File: src/rtl/key_schedule_if.sv
// Key-schedule handshake and read-port bundle.
// start is a request that takes effect only in a cycle where ready=1
// (start & ready = accept, cipher_key sampled on that edge).
// key_valid qualifies key_out/key_round. There is no back-pressure.
// abort cancels a schedule that is in progress.
// rd_round/rd_key form an independent combinational read port.
interface key_schedule_if #(
  parameter int LENGTH = 128
) ();
  logic              start;
  logic [LENGTH-1:0] cipher_key;
  logic              abort;
  logic              ready;
  logic              key_valid;
  logic [LENGTH-1:0] key_out;
  logic [3:0]        key_round;
  logic              done;
  logic [3:0]        rd_round;
  logic [LENGTH-1:0] rd_key;

  modport master (
    output start, cipher_key, abort, rd_round,
    input  ready, key_valid, key_out, key_round, done, rd_key
  );

  modport slave (
    input  start, cipher_key, abort, rd_round,
    output ready, key_valid, key_out, key_round, done, rd_key
  );
endinterface

File: src/rtl/key_schedule_ctrl.sv
// AES-128 key schedule controller: presents one round key per cycle,
// starting with round 0 (the cipher key itself) and ending with round ROUNDS.
// The round function works on the AES-128 word layout (word 0 in [127:96]),
// so LENGTH is expected to stay at 128.
// Optional macro KEY_SCHED_STORE_EN builds a (ROUNDS+1)-entry round-key store
// with per-entry valid bits behind the rd_round/rd_key read port.
module key_schedule_ctrl #(
  parameter int LENGTH = 128,
  parameter int ROUNDS = 10
) (
  input  logic           clk,
  input  logic           rst_n,
  key_schedule_if.slave  bus,
  output logic           state_dbg
);

  localparam logic [3:0] LAST = 4'(ROUNDS);

  typedef enum logic {IDLE = 1'b0, EXPAND = 1'b1} state_t;

  state_t            state;
  logic              ready;
  logic              key_valid;
  logic              done;
  logic [LENGTH-1:0] key_out;
  logic [3:0]        key_round;

  logic [3:0]        next_round;
  logic [LENGTH-1:0] next_key;
  logic              accept;
  logic              step;

  // GF(2^8) multiply with the AES polynomial x^8+x^4+x^3+x+1.
  function automatic logic [7:0] gf_mul(input logic [7:0] a, input logic [7:0] b);
    logic [7:0] p;
    logic [7:0] x;
    p = '0;
    x = a;
    for (int i = 0; i < 8; i++) begin
      if (b[i]) p = p ^ x;
      x = {x[6:0], 1'b0} ^ (x[7] ? 8'h1b : 8'h00);
    end
    return p;
  endfunction

  // S-box as multiplicative inverse (a^254, 0 maps to 0) followed by the affine map.
  function automatic logic [7:0] sbox(input logic [7:0] a);
    logic [7:0] sq;
    logic [7:0] inv;
    sq  = gf_mul(a, a);
    inv = sq;
    for (int i = 2; i < 8; i++) begin
      sq  = gf_mul(sq, sq);
      inv = gf_mul(inv, sq);
    end
    return inv ^ {inv[6:0], inv[7]} ^ {inv[5:0], inv[7:6]} ^
           {inv[4:0], inv[7:5]} ^ {inv[3:0], inv[7:4]} ^ 8'h63;
  endfunction

  // Round constant for round r (1-based): 01,02,04,...,80,1b,36.
  function automatic logic [7:0] rcon(input logic [3:0] r);
    logic [7:0] c;
    c = 8'h01;
    for (int i = 1; i < 16; i++) begin
      if (4'(i) < r) c = {c[6:0], 1'b0} ^ (c[7] ? 8'h1b : 8'h00);
    end
    return c;
  endfunction

  // One KeyExpansion round: previous round key in, round key r out.
  function automatic logic [LENGTH-1:0] expand_round(input logic [LENGTH-1:0] k,
                                                     input logic [3:0] r);
    logic [31:0] w0, w1, w2, w3, rot, temp, n0, n1, n2, n3;
    w0   = k[127:96];
    w1   = k[95:64];
    w2   = k[63:32];
    w3   = k[31:0];
    rot  = {w3[23:0], w3[31:24]};
    temp = {sbox(rot[31:24]), sbox(rot[23:16]), sbox(rot[15:8]), sbox(rot[7:0])} ^
           {rcon(r), 24'h000000};
    n0   = w0 ^ temp;
    n1   = w1 ^ n0;
    n2   = w2 ^ n1;
    n3   = w3 ^ n2;
    return {n0, n1, n2, n3};
  endfunction

  // The single expansion instance always works from the registered key.
  always_comb begin
    next_round = key_round + 4'd1;
    next_key   = expand_round(key_out, next_round);
    accept     = (state == IDLE) && bus.start && !bus.abort;
    step       = (state == EXPAND) && !bus.abort && (key_round != LAST);
  end

  // Control FSM with registered outputs; leaving EXPAND clears valid/done.
  always_ff @(posedge clk or negedge rst_n) begin
    if (!rst_n) begin
      state     <= IDLE;
      ready     <= 1'b1;
      key_valid <= 1'b0;
      done      <= 1'b0;
      key_out   <= '0;
      key_round <= '0;
    end else begin
      case (state)
        IDLE: begin
          if (accept) begin
            state     <= EXPAND;
            ready     <= 1'b0;
            key_valid <= 1'b1;
            key_out   <= bus.cipher_key;
            key_round <= '0;
            done      <= (LAST == 4'd0);
          end
        end
        EXPAND: begin
          if (bus.abort || key_round == LAST) begin
            state     <= IDLE;
            ready     <= 1'b1;
            key_valid <= 1'b0;
            done      <= 1'b0;
          end else begin
            key_out   <= next_key;
            key_round <= next_round;
            done      <= (next_round == LAST);
          end
        end
        default: state <= IDLE;
      endcase
    end
  end

`ifdef KEY_SCHED_STORE_EN
  logic [LENGTH-1:0] store_mem [ROUNDS+1];
  logic [ROUNDS:0]   store_vld;
  logic [3:0]        wr_idx;
  logic [LENGTH-1:0] wr_data;

  // Entries are written as the key is loaded into key_out, so an entry is
  // readable in the same cycle its key is presented.
  always_comb begin
    wr_idx  = accept ? 4'd0 : next_round;
    wr_data = accept ? bus.cipher_key : next_key;
  end

  // Valid bits: cleared on every accepted start and by reset; survive abort.
  always_ff @(posedge clk or negedge rst_n) begin
    if (!rst_n) begin
      store_vld <= '0;
    end else if (accept) begin
      store_vld    <= '0;
      store_vld[0] <= 1'b1;
    end else if (step) begin
      store_vld[wr_idx] <= 1'b1;
    end
  end

  // Store data needs no reset; the valid bits gate every read.
  always_ff @(posedge clk) begin
    if (accept || step) store_mem[wr_idx] <= wr_data;
  end

  // Out-of-range or never-written entries read as zero.
  always_comb begin
    bus.rd_key = '0;
    if (bus.rd_round <= LAST && store_vld[bus.rd_round]) bus.rd_key = store_mem[bus.rd_round];
  end
`else
  logic unused_rd;
  assign unused_rd  = ^bus.rd_round;
  assign bus.rd_key = '0;
`endif

  assign bus.ready     = ready;
  assign bus.key_valid = key_valid;
  assign bus.done      = done;
  assign bus.key_out   = key_out;
  assign bus.key_round = key_round;
  assign state_dbg     = (state == EXPAND);

endmodule

File: src/flat_wrapper.sv
// flat-port wrapper written by rule: the top's interface ports become plain ports
module key_schedule_ctrl_flat 
#(
  parameter int LENGTH = 128,
  parameter int ROUNDS = 10
)
  (clk, rst_n, state_dbg, bus_start, bus_cipher_key, bus_abort, bus_rd_round, bus_ready, bus_key_valid, bus_key_out, bus_key_round, bus_done, bus_rd_key);
  key_schedule_if #(.LENGTH(LENGTH)) bus_i ();
  input  logic clk;
  input  logic rst_n;
  output logic state_dbg;
  input wire logic [$bits(bus_i.start)-1:0] bus_start;
  input wire logic [$bits(bus_i.cipher_key)-1:0] bus_cipher_key;
  input wire logic [$bits(bus_i.abort)-1:0] bus_abort;
  input wire logic [$bits(bus_i.rd_round)-1:0] bus_rd_round;
  output wire logic [$bits(bus_i.ready)-1:0] bus_ready;
  output wire logic [$bits(bus_i.key_valid)-1:0] bus_key_valid;
  output wire logic [$bits(bus_i.key_out)-1:0] bus_key_out;
  output wire logic [$bits(bus_i.key_round)-1:0] bus_key_round;
  output wire logic [$bits(bus_i.done)-1:0] bus_done;
  output wire logic [$bits(bus_i.rd_key)-1:0] bus_rd_key;
  assign bus_i.start = bus_start;
  assign bus_i.cipher_key = bus_cipher_key;
  assign bus_i.abort = bus_abort;
  assign bus_i.rd_round = bus_rd_round;
  assign bus_ready = bus_i.ready;
  assign bus_key_valid = bus_i.key_valid;
  assign bus_key_out = bus_i.key_out;
  assign bus_key_round = bus_i.key_round;
  assign bus_done = bus_i.done;
  assign bus_rd_key = bus_i.rd_key;
  key_schedule_ctrl #(.LENGTH(LENGTH), .ROUNDS(ROUNDS)) u_core (.clk(clk), .rst_n(rst_n), .bus(bus_i), .state_dbg(state_dbg));
endmodule
File: config.mk
export PLATFORM = sky130hd
export DESIGN_NAME = key_schedule_ctrl_flat
export DESIGN_NICKNAME = d
export VERILOG_FILES = /design/src/rtl/key_schedule_if.sv /design/src/rtl/key_schedule_ctrl.sv /design/src/flat_wrapper.sv
export SDC_FILE = /design/constraint.sdc
export NUM_CORES = 2
export LEC_CHECK = 0
export ABC_CLOCK_PERIOD_IN_PS = 18400
export CAP_MARGIN = 10
export CORE_MARGIN = 2
export CORE_UTILIZATION = 68
export CTS_CLUSTER_DIAMETER = 50
export DETAILED_ROUTE_END_ITERATION = 10
export DONT_BUFFER_PORTS = 1
export PLACE_DENSITY = 0.89
export SLEW_MARGIN = 20
export SYNTH_ARGS = -nofsm -noshare
export SYNTH_HDL_FRONTEND = slang
export SYNTH_SLANG_ARGS = --single-unit
File: constraint.sdc
create_clock -name clk -period 18.4 [get_ports clk]
set_input_delay 2.76 -clock clk [delete_from_list [all_inputs] [get_ports clk]]
set_output_delay 2.76 -clock clk [all_outputs]
set_load 0.005 [all_outputs]
==> metrics.csv <==
metric,value,unit
cap_viol_max_count,0,
synth.lib_cells_used.distinct,124,
grt_max_degree,137,
synth_seq_cells,136,
clock-skew-final,34.3,ps
clk_root_buffer_cell,sky130_fd_sc_hd__clkbuf_16,
final-hold-violation-count,0,
grt_pass1_vias,59300,
yosys_top_cell_by_area,sky130_fd_sc_hd__xnor2_1,
yosysSeqAreaShare,5.19,%
drc_violations_left,0,
initial_core_utilization,68.8,%
finalCriticalPeriod,17790,ps
launching_element_type_of_the_critical_path,flip-flop,
endpoint_kind,flip-flop,
area_growth_syn_to_layout,3.13,%
cells_on_worst_reg2reg_path,51,
wire_length_of_the_first_global_routing_pass,321000,µm
worst_skew_pair.late_latency,520,ps
chipWidth,315,µm
hold_buffers,0,
worstSetupPathType,reg2reg,
crit_arrival,18210,ps
place_hpwl,150000,µm
netlist_instances,8694,
rel_slew_slack,20.4,%
worstPathMaxFanout,15,
drt_first_pass_iters,9,
boundaryPins,400,
layout.core_utilization,71.0,%
fp.dieArea,99000,µm²
total_length_of_routed_wires,206000,µm
f_max,0.0562,GHz
drive_gt1_share,8.51,%
grt_use_total,39.6,%
clockBufferDepth,2,
crit_slowest_cell,sky130_fd_sc_hd__xnor3_1,
detailroute.via_count,64200,
gpl.final_weighted_congestion,0.995,
worst_hold_path.num_cells,2,
syn_area,65600,µm²
fin_nets,8575,
outcome,finished clean,
post_synth_main_area_contributors,"sky130_fd_sc_hd__xnor2_1, sky130_fd_sc_hd__xnor3_1, sky130_fd_sc_hd__nor2_1",
timing.reg2reg.setup_slack,610,ps
syn-mean-instance-area,7.54,µm²
grt_antenna_before_repair,17,
total_global_routing_overflow,0,
top_flip_flop_cell_by_instance_count_after_synthesis,sky130_fd_sc_hd__dfrtp_1,
cts-htree-levels,4,
postCtsSetupRepairBufs,0,
fp-row-count,113,
antenna_violating_nets_post_route,0,
number_of_clock_sinks,136,
ctsResizeCount,0,
detailedRoute.firstIterationViolations,8783,
critical-path-max-stage-delay,890,ps
design.core.area,95300,µm²
synth_largest_type_area_fraction,20.8,%
clock_tree_from_tritoncts,yes,
numCtsBuffers,17,
cp_common_cell,sky130_fd_sc_hd__xnor2_1,
floorplan.die.height,315,µm
worst_tran_pin_value,1190,ps
timing.final.max_slew_violations,0,
detail_route.vias_per_cell,6.61,
synth-async-reset-ratio,100,%
portBuffers,0,
synth_enable_flop_cells,0,
ys.warnings.count,0,
wl_per_cell,21.2,µm
worst_hold_path_type,reg2reg,
final_min_period_over_clock_period,96.7,%
report.final.setup_viol,0,
critPathRequiredTime,18830,ps
clkSlewWorstSetupHoldPaths,80,ps
==> registers in the layout, indices dropped and copies added, names as in the netlist <==
signal / cells
u_core.state_dbg: 1
u_core.bus.key_out: 128
u_core.bus.key_round: 4
u_core.bus.ready: 1
u_core.bus.done: 1
u_core.bus.key_valid: 1
==> Yosys cell counts (all sizes together), types with 20 or more instances <==
cell,instances
xnor2,1660
nor2,1243
nand2,847
xor2,526
o21ai,477
a21oi,467
xnor3,380
clkbuf,376
buf,347
mux2i,263
nor3,230
nand3,215
o22ai,167
dfrtp,135
a211oi,103
o211ai,92
inv,80
a31oi,79
nor2b,67
mux2,58
and2,56
nand2b,55
xor3,53
a22oi,46
and3,44
o31ai,34
a32oi,31
or3,31
o21a,30
or2,28
o32ai,26
nor4,25
a311oi,24
nand4,24
o221ai,24
a21boi,23
a221oi,23
ha,23
a211o,22
nor3b,20
==> layout by cell type (no fill, tap or decap), types with 32 or more instances in the layout <==
master	n
sky130_fd_sc_hd__xor2_2	56
sky130_fd_sc_hd__inv_1	73
sky130_fd_sc_hd__xnor2_1	1510
sky130_fd_sc_hd__nor2b_1	66
sky130_fd_sc_hd__a21oi_1	464
sky130_fd_sc_hd__nand2_1	845
sky130_fd_sc_hd__o31ai_1	32
sky130_fd_sc_hd__mux2_2	54
sky130_fd_sc_hd__a22oi_1	46
sky130_fd_sc_hd__dfrtp_1	133
sky130_fd_sc_hd__xor3_1	48
sky130_fd_sc_hd__nand3_1	215
sky130_fd_sc_hd__xnor3_1	355
sky130_fd_sc_hd__o22ai_1	165
sky130_fd_sc_hd__conb_1	128
sky130_fd_sc_hd__and2_1	53
sky130_fd_sc_hd__nand2b_1	55
sky130_fd_sc_hd__xor2_1	468
sky130_fd_sc_hd__a31oi_1	74
sky130_fd_sc_hd__mux2i_1	261
sky130_fd_sc_hd__xnor2_2	134
sky130_fd_sc_hd__a211oi_1	99
sky130_fd_sc_hd__buf_4	299
sky130_fd_sc_hd__and3_1	43
sky130_fd_sc_hd__o21ai_1	46
sky130_fd_sc_hd__o21ai_0	430
sky130_fd_sc_hd__nor2_1	1234
sky130_fd_sc_hd__nor3_1	227
sky130_fd_sc_hd__o211ai_1	91
==> metal layers <==
layer | up-vias | global-route usage, % | part of all wire, %
met2 | 4145 | 61.8 | 45
met1 | 30300 | 52.7 | 39
met3 | 587 | 9.62 | 13
met4 | 14 | 15.4 | 3.8
li1 | 29200 | - | -
met5 | - | 0 | 0.11
==> worst max-delay path: cells and delay by family, from the launching register on <==
kind	cells	cell delay, ps
adders and majority gates	2	1130
buffers and inverters	1	240
DFF	1	540
and+or+nand+nor	6	980
xor gates and xnor gates	33	13060
AOI/OAI and AO/OA	8	1400
muxes	1	330
==> through the flow <==
stage	TNS, ps	worst slack (ps)	cell area, µm²	std cells	hold slack, ps
after global routing	-13.5	-13.5	67600	9704	536
after floorplan	0	3000	66100	8821	449
after detailed placement	0	818	66900	9662	490
final	0	613	67600	9707	502
after CTS	0	768	67500	9694	502
after global placement	0	1300	66800	9662	464
==> layout make-up <==
cell class	instances	area [µm²]
sequential	136	3410
inverter	94	357
tap	1265	1580
antenna	13	32.5
clock inverter	14	158
timing repair buffer	299	2240
multi-input combinational	7868	59400
clock buffer	18	439
fill	7642	27700
==> worst paths after layout <==
path / start / endpoint
setup / recovery: u_core.bus.key_out[0] / u_core.bus.key_out[12]
hold / removal: u_core.bus.ready / u_core.bus.ready
setup reg to reg: u_core.bus.key_out[0] / u_core.bus.key_out[12]
hold reg to reg: u_core.bus.ready / u_core.bus.ready
max in group asynchronous: rst_n / u_core.bus.ready
min in group asynchronous: rst_n / u_core.bus.key_out[14]
==> kinds of logic (layout without fill, tap and decap cells) <==
family / Yosys count / count (layout) / share of synthesized area (%)
other cells: 1 / 141 / 0.00572
buf+inv: 817 / 425 / 5.87
flops: 136 / 136 / 5.19
mux: 321 / 321 / 5.03
fa+ha+maj: 28 / 28 / 0.515
simple gates: 2930 / 2930 / 19.4
xor+xnor: 2619 / 2619 / 46.1
compound gates: 1842 / 1842 / 17.9
Power is not shown: default switching activity piles up to over one toggle a cycle in this logic, so the estimate is an artifact.
